===== src/rtl/mult_div_unit.sv =====
// Multi-cycle RV32M multiply/divide responder for the execute stage.
// One request is accepted per transaction over req/gnt; the 32-bit result is
// returned over rvalid/rready and held stable until the transfer.
//
// Ports:
//   clk_i        clock
//   rst_n_i      synchronous active-low reset
//   req_i/gnt_o  request handshake; accept when req_i && gnt_o
//   op_i         RV32M funct3 (MUL, MULH, MULHSU, MULHU, DIV, DIVU, REM, REMU)
//   operand_a_i  rs1 value, operand_b_i rs2 value
//   result_o     result, reads 0 outside the DONE state
//   rvalid_o     result valid; rready_i consumer ready
//   flush_i      abort any in-flight operation, no result is delivered
//   busy_o       unit not idle
module mult_div_unit #(
  // Cycles spent in MUL before the result is ready; legal range 1..4.
  parameter int unsigned MUL_LAT = 1
) (
  input  logic        clk_i,
  input  logic        rst_n_i,
  input  logic        req_i,
  output logic        gnt_o,
  input  logic [2:0]  op_i,
  input  logic [31:0] operand_a_i,
  input  logic [31:0] operand_b_i,
  output logic [31:0] result_o,
  output logic        rvalid_o,
  input  logic        rready_i,
  input  logic        flush_i,
  output logic        busy_o
);

  typedef enum logic [1:0] {StIdle, StMul, StDiv, StDone} state_e;

  state_e      state_q, state_d;
  logic [4:0]  cnt_q, cnt_d;
  logic [1:0]  op_q, op_d;      // op[2] is implied by the state
  logic [31:0] a_q, a_d;
  logic [31:0] b_q, b_d;
  logic [31:0] quot_q, quot_d;  // dividend shifts out as quotient shifts in
  logic [31:0] rem_q, rem_d;
  logic [31:0] divisor_q, divisor_d;
  logic [31:0] result_q, result_d;

  // Multiply: 33x33 signed product, computed mod 2^64.
  logic        mul_a_sgn, mul_b_sgn;
  logic [63:0] mul_a, mul_b, prod;

  assign mul_a_sgn = (op_q != 2'b11) & a_q[31];
  assign mul_b_sgn = ~op_q[1] & b_q[31];
  assign mul_a     = {{32{mul_a_sgn}}, a_q};
  assign mul_b     = {{32{mul_b_sgn}}, b_q};
  assign prod      = mul_a * mul_b;

  // Restoring divide step: one quotient bit per cycle.
  logic [32:0] rem_shift, rem_diff;
  logic        q_bit;
  logic [31:0] rem_step, quot_step;
  logic        neg_quot, neg_rem;

  assign rem_shift = {rem_q, quot_q[31]};
  assign rem_diff  = rem_shift - {1'b0, divisor_q};
  assign q_bit     = ~rem_diff[32];
  assign rem_step  = q_bit ? rem_diff[31:0] : rem_shift[31:0];
  assign quot_step = {quot_q[30:0], q_bit};
  assign neg_quot  = ~op_q[0] & (a_q[31] ^ b_q[31]);
  assign neg_rem   = ~op_q[0] & a_q[31];

  // Accept-time decode of divide operands and special cases.
  logic        in_signed, div_zero, div_ovf;
  logic [31:0] abs_a, abs_b;

  assign in_signed = ~op_i[0];
  assign abs_a     = (in_signed & operand_a_i[31]) ? (~operand_a_i + 32'd1) : operand_a_i;
  assign abs_b     = (in_signed & operand_b_i[31]) ? (~operand_b_i + 32'd1) : operand_b_i;
  assign div_zero  = (operand_b_i == 32'd0);
  assign div_ovf   = in_signed & (operand_a_i == 32'h8000_0000) &
                     (operand_b_i == 32'hFFFF_FFFF);

  always_comb begin
    state_d   = state_q;
    cnt_d     = cnt_q;
    op_d      = op_q;
    a_d       = a_q;
    b_d       = b_q;
    quot_d    = quot_q;
    rem_d     = rem_q;
    divisor_d = divisor_q;
    result_d  = result_q;
    gnt_o     = (state_q == StIdle) && !flush_i;

    unique case (state_q)
      StIdle: begin
        if (req_i && gnt_o) begin
          op_d = op_i[1:0];
          a_d  = operand_a_i;
          b_d  = operand_b_i;
          if (!op_i[2]) begin
            state_d = StMul;
            cnt_d   = 5'(MUL_LAT - 1);
          end else if (div_zero) begin
            state_d  = StDone;
            result_d = op_i[1] ? operand_a_i : 32'hFFFF_FFFF;
          end else if (div_ovf) begin
            state_d  = StDone;
            result_d = op_i[1] ? 32'd0 : 32'h8000_0000;
          end else begin
            state_d   = StDiv;
            cnt_d     = 5'd31;
            quot_d    = abs_a;
            rem_d     = 32'd0;
            divisor_d = abs_b;
          end
        end
      end
      StMul: begin
        if (cnt_q == 5'd0) begin
          state_d  = StDone;
          result_d = (op_q == 2'b00) ? prod[31:0] : prod[63:32];
        end else begin
          cnt_d = cnt_q - 5'd1;
        end
      end
      StDiv: begin
        quot_d = quot_step;
        rem_d  = rem_step;
        cnt_d  = cnt_q - 5'd1;
        if (cnt_q == 5'd0) begin
          state_d = StDone;
          if (op_q[1]) begin
            result_d = neg_rem ? (~rem_step + 32'd1) : rem_step;
          end else begin
            result_d = neg_quot ? (~quot_step + 32'd1) : quot_step;
          end
        end
      end
      StDone: begin
        if (rready_i) begin
          state_d  = StIdle;
          result_d = 32'd0;
        end
      end
      default: state_d = StIdle;
    endcase

    // Flush wins over completion and over the consumer handshake.
    if (flush_i) begin
      state_d  = StIdle;
      result_d = 32'd0;
    end
  end

  always_ff @(posedge clk_i) begin
    if (!rst_n_i) begin
      state_q   <= StIdle;
      cnt_q     <= 5'd0;
      op_q      <= 2'd0;
      a_q       <= 32'd0;
      b_q       <= 32'd0;
      quot_q    <= 32'd0;
      rem_q     <= 32'd0;
      divisor_q <= 32'd0;
      result_q  <= 32'd0;
    end else begin
      state_q   <= state_d;
      cnt_q     <= cnt_d;
      op_q      <= op_d;
      a_q       <= a_d;
      b_q       <= b_d;
      quot_q    <= quot_d;
      rem_q     <= rem_d;
      divisor_q <= divisor_d;
      result_q  <= result_d;
    end
  end

  assign rvalid_o = (state_q == StDone);
  assign result_o = (state_q == StDone) ? result_q : 32'd0;
  assign busy_o   = (state_q != StIdle);

endmodule


===== config.mk =====
export PLATFORM = sky130hd
export DESIGN_NAME = mult_div_unit
export DESIGN_NICKNAME = d
export VERILOG_FILES = /design/src/rtl/mult_div_unit.sv
export SDC_FILE = /design/constraint.sdc
export NUM_CORES = 2
export LEC_CHECK = 0
export ABC_AREA = 0
export BUFFER_PORTS_ARGS = -buffer_cell sky130_fd_sc_hd__buf_2
export CAP_MARGIN = 25
export CORE_MARGIN = 10
export CORE_UTILIZATION = 50
export DETAILED_ROUTE_END_ITERATION = 7
export PLACE_DENSITY = 0.77
export RECOVER_POWER = 25
export SLEW_MARGIN = 20
export SYNTH_ARGS = -nofsm -noshare
export SYNTH_HDL_FRONTEND = slang
export SYNTH_SLANG_ARGS = --single-unit

===== constraint.sdc =====
create_clock -name clk_i -period 14.24 [get_ports clk_i]
set_clock_uncertainty 0.1 [all_clocks]
set_input_delay 0.712 -clock clk_i [delete_from_list [all_inputs] [get_ports clk_i]]
set_output_delay 0.712 -clock clk_i [all_outputs]
set_load 0.02 [all_outputs]

Word-level counts from Yosys, hierarchy flattened
Cells that the tools add are included.
{"block": "totals", "regBits": 201, "latch_bits": 0, "mem_bits_rw": 0, "rom_bits": 0, "input_bits": 72, "word_cells": 113, "n_memories": 0}
{"block": "classes", "n_addsub": 6, "n_mul": 1, "div": 0, "order_cmp": 0, "n_eq_ne": 18, "n_shift": 0, "n_mux": 41, "n_bitwise": 20, "n_reduce_logical": 18}
{"op": "$mux 32", "n": 25}
{"op": "$add 32x1->32 const B", "n": 4}
{"op": "$not 32->32", "n": 4}
{"op": "$pmux 32 s2", "n": 2}
{"op": "$pmux 32 s4", "n": 1}
{"op": "$eq 32x32->1 const B", "n": 2}
{"op": "$mul 33x33->64", "n": 1}
{"op": "$sub 33x32->33", "n": 1}
{"op": "$logic_not 32->1", "n": 1}
{"op": "$mux 5", "n": 5}
{"op": "$pmux 5 s3", "n": 1}
{"op": "$reduce_and 5->1", "n": 3}
{"op": "$ne 2x2->1 const B", "n": 7}
{"op": "$ne 3x3->1 const B", "n": 3}
{"op": "$and 1x1->1", "n": 8}
{"op": "$mux 2", "n": 4}
{"op": "$not 1->1", "n": 7}
{"op": "$ne 2x1->1 const B", "n": 3}
{"op": "$pmux 2 s3", "n": 1}
{"op": "$reduce_and 6->1", "n": 1}
{"op": "$logic_not 5->1", "n": 1}
{"op": "$sub 5x1->5 const B", "n": 1}
{"op": "$eq 2x2->1 const B", "n": 2}
{"op": "$logic_not 2->1", "n": 2}
{"op": "10 further kinds", "n": 14}

Longest topological paths before layout
{"block": "logic_depth", "ltp_word": 8, "depth_mapped": 33, "mapped_depth_nobuf": 30}

Least setup slack after synthesis
Ideal clock, no wire load.
{"block": "synth_path", "kind": "register -> register", "from": "register a_q[31]", "to": "register result_q[31]", "setup_time_ns": 0.126, "arrival_time_ns": 8.369, "required_time_ns": 14.014, "setup_slack_ns": 5.645, "path_stages_with_launch": 30, "path_buffers": 3, "path_cell_list": "dfxtp_1 clkbuf_1 a21boi_0 clkbuf_1 clkbuf_1 nand2_1 fa_1 fa_1 inv_1 fa_1 inv_1 fa_1 inv_1 fa_1 fa_1 fa_1 inv_1 fa_1 inv_1 ha_1 and3_1 and2_1 and3_1 a32o_1 a211oi_1 o21ai_0 nor4_1 nor3_1 a21oi_1 o22ai_1"}
{"block": "synth_via", "elab_chain_len": 6, "word_cells_on_any_way": 12, "cone_classes": "mul: 1; mux: 7; bitwise: 4"}
{"element": "start, declared", "line": "38", "source": "logic [31:0] a_q, a_d;"}
{"element": "start signal, assigned", "line": "158", "source": "a_q <= 32'd0;"}
{"element": "start signal, assigned", "line": "168", "source": "a_q <= a_d;"}
{"element": "branches (longest 5 deep; another with $mul 33x33->64)"}
{"element": "$pmux 32 s4 *", "line": "92", "source": "unique case (state_q)"}
{"element": "end signal, assigned", "line": "173", "source": "result_q <= result_d;"}
{"element": "end, declared", "line": "43", "source": "logic [31:0] result_q, result_d;"}
Every way passes the cells marked *. The select of a mux whose other input is x is not followed.
A chain may end at the register's enable or synchronous reset.

Worst setup path after layout
{"block": "layout_path", "from": "register op_q[1]", "to": "register result_q[31]"}
{"block": "layout_via", "elab_chain_len": 6, "word_cells_on_any_way": 11, "cone_classes": "mul: 1; eq/ne: 1; mux: 5; bitwise: 3; reduce/logical: 1"}
{"element": "start, declared", "line": "37", "source": "logic [1:0] op_q, op_d;"}
{"element": "start signal, assigned", "line": "167", "source": "op_q <= op_d;"}
{"element": "$ne 2x2->1 / $not 1->1 (equally long branches)", "line": "49, 50"}
{"element": "$and 1x1->1 (on tied branches)", "line": "49, 50"}
{"element": "$mul 33x33->64", "line": "53", "source": "assign prod = mul_a * mul_b;"}
{"element": "$mux 32", "line": "119", "source": "result_d = (op_q == 2'b00) ? prod[31:0] : prod[63:32];"}
{"element": "$mux 32", "line": "117", "source": "if (cnt_q == 5'd0) begin"}
{"element": "$pmux 32 s4 *", "line": "92"}
Mark *: on every way between the ends. The rest lies on a longest branch, timed or not. The select of a mux whose other input is x is not followed.

==> reports/qor.yml <==
detailed_routing:
  drc: 0
  dr.pass1.iters: 6
  post_drt_wl_per_cell_microns: 20.85
  antenna_left: 0
  viasPerCell: 5.781
  first_iter_violations: 4266
  drt-total-wl_microns: 156400
  vias: 43370
worst_setup_path:
  slowest_stage: "fa_2"
  worst-setup-path-type: "flop to flop"
  crit_arrival_ns: 9.74
  crit-reg2reg-launch: "op_q[1]"
  critPathLaunch: "op_q[1]"
  cp_max_fo: 48
  required_ns: 14.55
  startpoint_type: "flop"
  slowest_delay_ns: 0.68
  end_kind: "flop"
grt:
  grt_use_total: 0.2681
  grt_overflow: 0
  grt_max_degree: 87
  antenna_found_initial: 10
  grt_pass1_vias: 45660
  grt_pass1_wl_microns: 252300
floorplan:
  die-area_sq_mm: 0.1184
  fp.dieH_microns: 344.1
  rows: 118
  start_util: 0.5053
  core-area_sq_mm: 0.1039
  io_pins: 107
  die_w_microns: 344.1
flow_run:
  maxCapViolations: 2
logic_synthesis:
  synth_edf_count: 0
  async_flop_share: 0
  yosysSeqAreaShare: 0.07661
  netlist_area_sq_mm: 0.05252
  ys_types: 89
  ys.flop_type: "dfxtp_1"
  postSynthAreaPerCell_sq_um: 8.411
  yosys_warnings: 0
  synth_fp_nets: 7699
  syn_inst: 6245
  synth-seq-cells: 201
timing:
  hold_viol: 0
  drv_slew: 96
  rsz0062_at_grt: "false"
  finalSetupViolCount: 0
  period_share: 0.6620
  slew_headroom: -1.245
  period_minus_slack_ns: 9.427
  worst_pin_slew_ns: 3.367
  tns_ns: 0
  fmax_ghz: 0.1061
hold_path:
  hp-start: "operand_b_i[13]"
  min_path_type: "input port to flop"
clock_network:
  cts_setup_buffers: 0
  cts_hold_buf: 0
  cts.path.max_buffers: 3
  insertion_delay_ns: 0.55
  cts.clk_slew.worst_paths_ns: 0.06
  cts_tree: "yes"
  numCtsBuffers: 24
  cts_resized: 0
  cts.htree.levels: 1
  clock_sinks: 201
  cts-root-buf: "clkbuf_16"
power_and_ir_drop:
  leakage_uw: 0.02622
  p_per_area_mw_per_mm2: 45.91
  p_total_uw: 2523
  peakVddDrop_mv: 0.09270
status:
  violations: "capacitance limit, slew limit"
  status: "finished, violations left"
finish:
  fin_util: 0.5288
  final_cell_mix: "inv_1 (1193), fa_1 (1125), nand2_1 (1008)"
  multiInputGateArea_sq_mm: 0.04266
  fill_cells: 9569
  num-nets-final: 7554
  final_layout_size_suffix_gt1_frac: 0.04938
  seqCellArea_sq_mm: 0.004030
  area_delta_synth_final_pct: 4.643
  layout_commonest_cell: "inv_1"
placed_design:
  dpl.hpwl_microns: 123800
  io_buffer_count: 106
  gp_congestion: 1.007
-- layer usage --
metal  part of all wire  track usage
met5           0.000083            0
met1               0.39       0.3544
met4              0.057       0.1225
met3              0.095      0.03957
met2               0.46       0.4339
-- cell type report --
cell class	count	area share
antenna	6	0.0002732
clock inverter	7	0.002254
tap	1380	0.03142
sequential	201	0.07332
inverter	1195	0.08166
clock buffer	35	0.01314
multi-input combinational	4482	0.7762
timing repair buffer	196	0.02172
-- power by group --
part / total (uW) / leakage (uW) / internal [uW] / switching (uW)
Clock: 670 / 0.000414 / 404 / 266
Combinational: 1240 / 0.0242 / 417 / 824
Sequential: 612 / 0.00164 / 585 / 27.0
-- registers in the layout, indices dropped and copies added, names as in the netlist --
| name | count |
|---|---|
| quot_q | 32 |
| b_q | 32 |
| divisor_q | 32 |
| a_q | 32 |
| result_q | 32 |
| cnt_q | 5 |
| op_q | 2 |
| state_q | 2 |
| rem_q | 32 |
-- path summary, 6_finish.rpt --
kind / cells past startpoint / slack (ns) / endpoint
setup reg to reg: 30 / 4.81 / result_q[31]
hold / removal: 3 / 0.35 / b_q[13]
setup / recovery: 30 / 4.81 / result_q[31]
hold reg to reg: 2 / 0.35 / b_q[0]
-- cells in the mapped netlist (all sizes together) (7+ instances only) --
cell | instances | area [sq um]
o41ai | 14 | 156.4
and2 | 413 | 2586
nand4 | 26 | 162.7
o31a | 11 | 105.1
o21bai | 11 | 82.58
a21o | 44 | 330.3
o211a | 30 | 300.3
a211oi | 37 | 277.8
o2111ai | 8 | 70.07
o211ai | 42 | 315.3
or3 | 27 | 173.9
dfxtp | 201 | 4024
nor4 | 29 | 181.4
or4 | 7 | 52.55
nor2b | 30 | 187.7
o22ai | 10 | 62.56
o31ai | 28 | 229.0
a221oi | 10 | 87.58
a2111oi | 7 | 105.1
a31oi | 33 | 206.5
o221ai | 8 | 70.07
o21a | 28 | 210.2
o221a | 7 | 78.83
xnor2 | 116 | 1016
nor3 | 53 | 275.3
buf | 24 | 115.1
and3 | 14 | 92.59
mux2i | 27 | 270.3
clkbuf | 343 | 1291
nand2 | 1009 | 3787
nor2 | 303 | 1137
o21ai | 146 | 734.4
a21oi | 323 | 1624
or2 | 17 | 106.4
a21boi | 9 | 67.56
inv | 1195 | 4486
nand2b | 22 | 137.6
xor2 | 71 | 621.9
ha | 256 | 3203
fa | 1126 | 22540
nand3 | 49 | 245.2
a22oi | 21 | 157.7
-- per-stage QoR --
step / worst slack (ns) / instances / cell area (sq um) / hold slack (ns)
floorplan: 5.645 / 6245 / 52520 / 0.3317
global placement: 4.829 / 7452 / 54100 / 0.3419
detailed placement: 4.816 / 7453 / 54110 / 0.3482
CTS: 4.760 / 7495 / 54950 / 0.3461
global route: 4.351 / 7501 / 54960 / 0.3608
finish: 4.813 / 7502 / 54960 / 0.3490
-- critical path: cells and delay by family (launching register included) --
kind | cells | cell delay, ns
fa+ha+maj | 9 | 4.80
buf+inv | 9 | 1.78
compound gates | 6 | 1.14
simple gates | 6 | 1.13
flops | 1 | 0.30
-- cell families after synthesis --
| group | after synthesis | share of synthesized area |
|---|---|---|
| AO/OA/AOI/OAI | 860 | 0.1064 |
| XOR/XNOR | 187 | 0.03118 |
| adder cells (fa/ha/maj) | 1382 | 0.4901 |
| buffers and inverters | 1562 | 0.1122 |
| flip-flops | 201 | 0.07661 |
| multiplexers | 32 | 0.006217 |
| AND/OR/NAND/NOR | 2021 | 0.1773 |
Power figures use the tool's default switching activity.
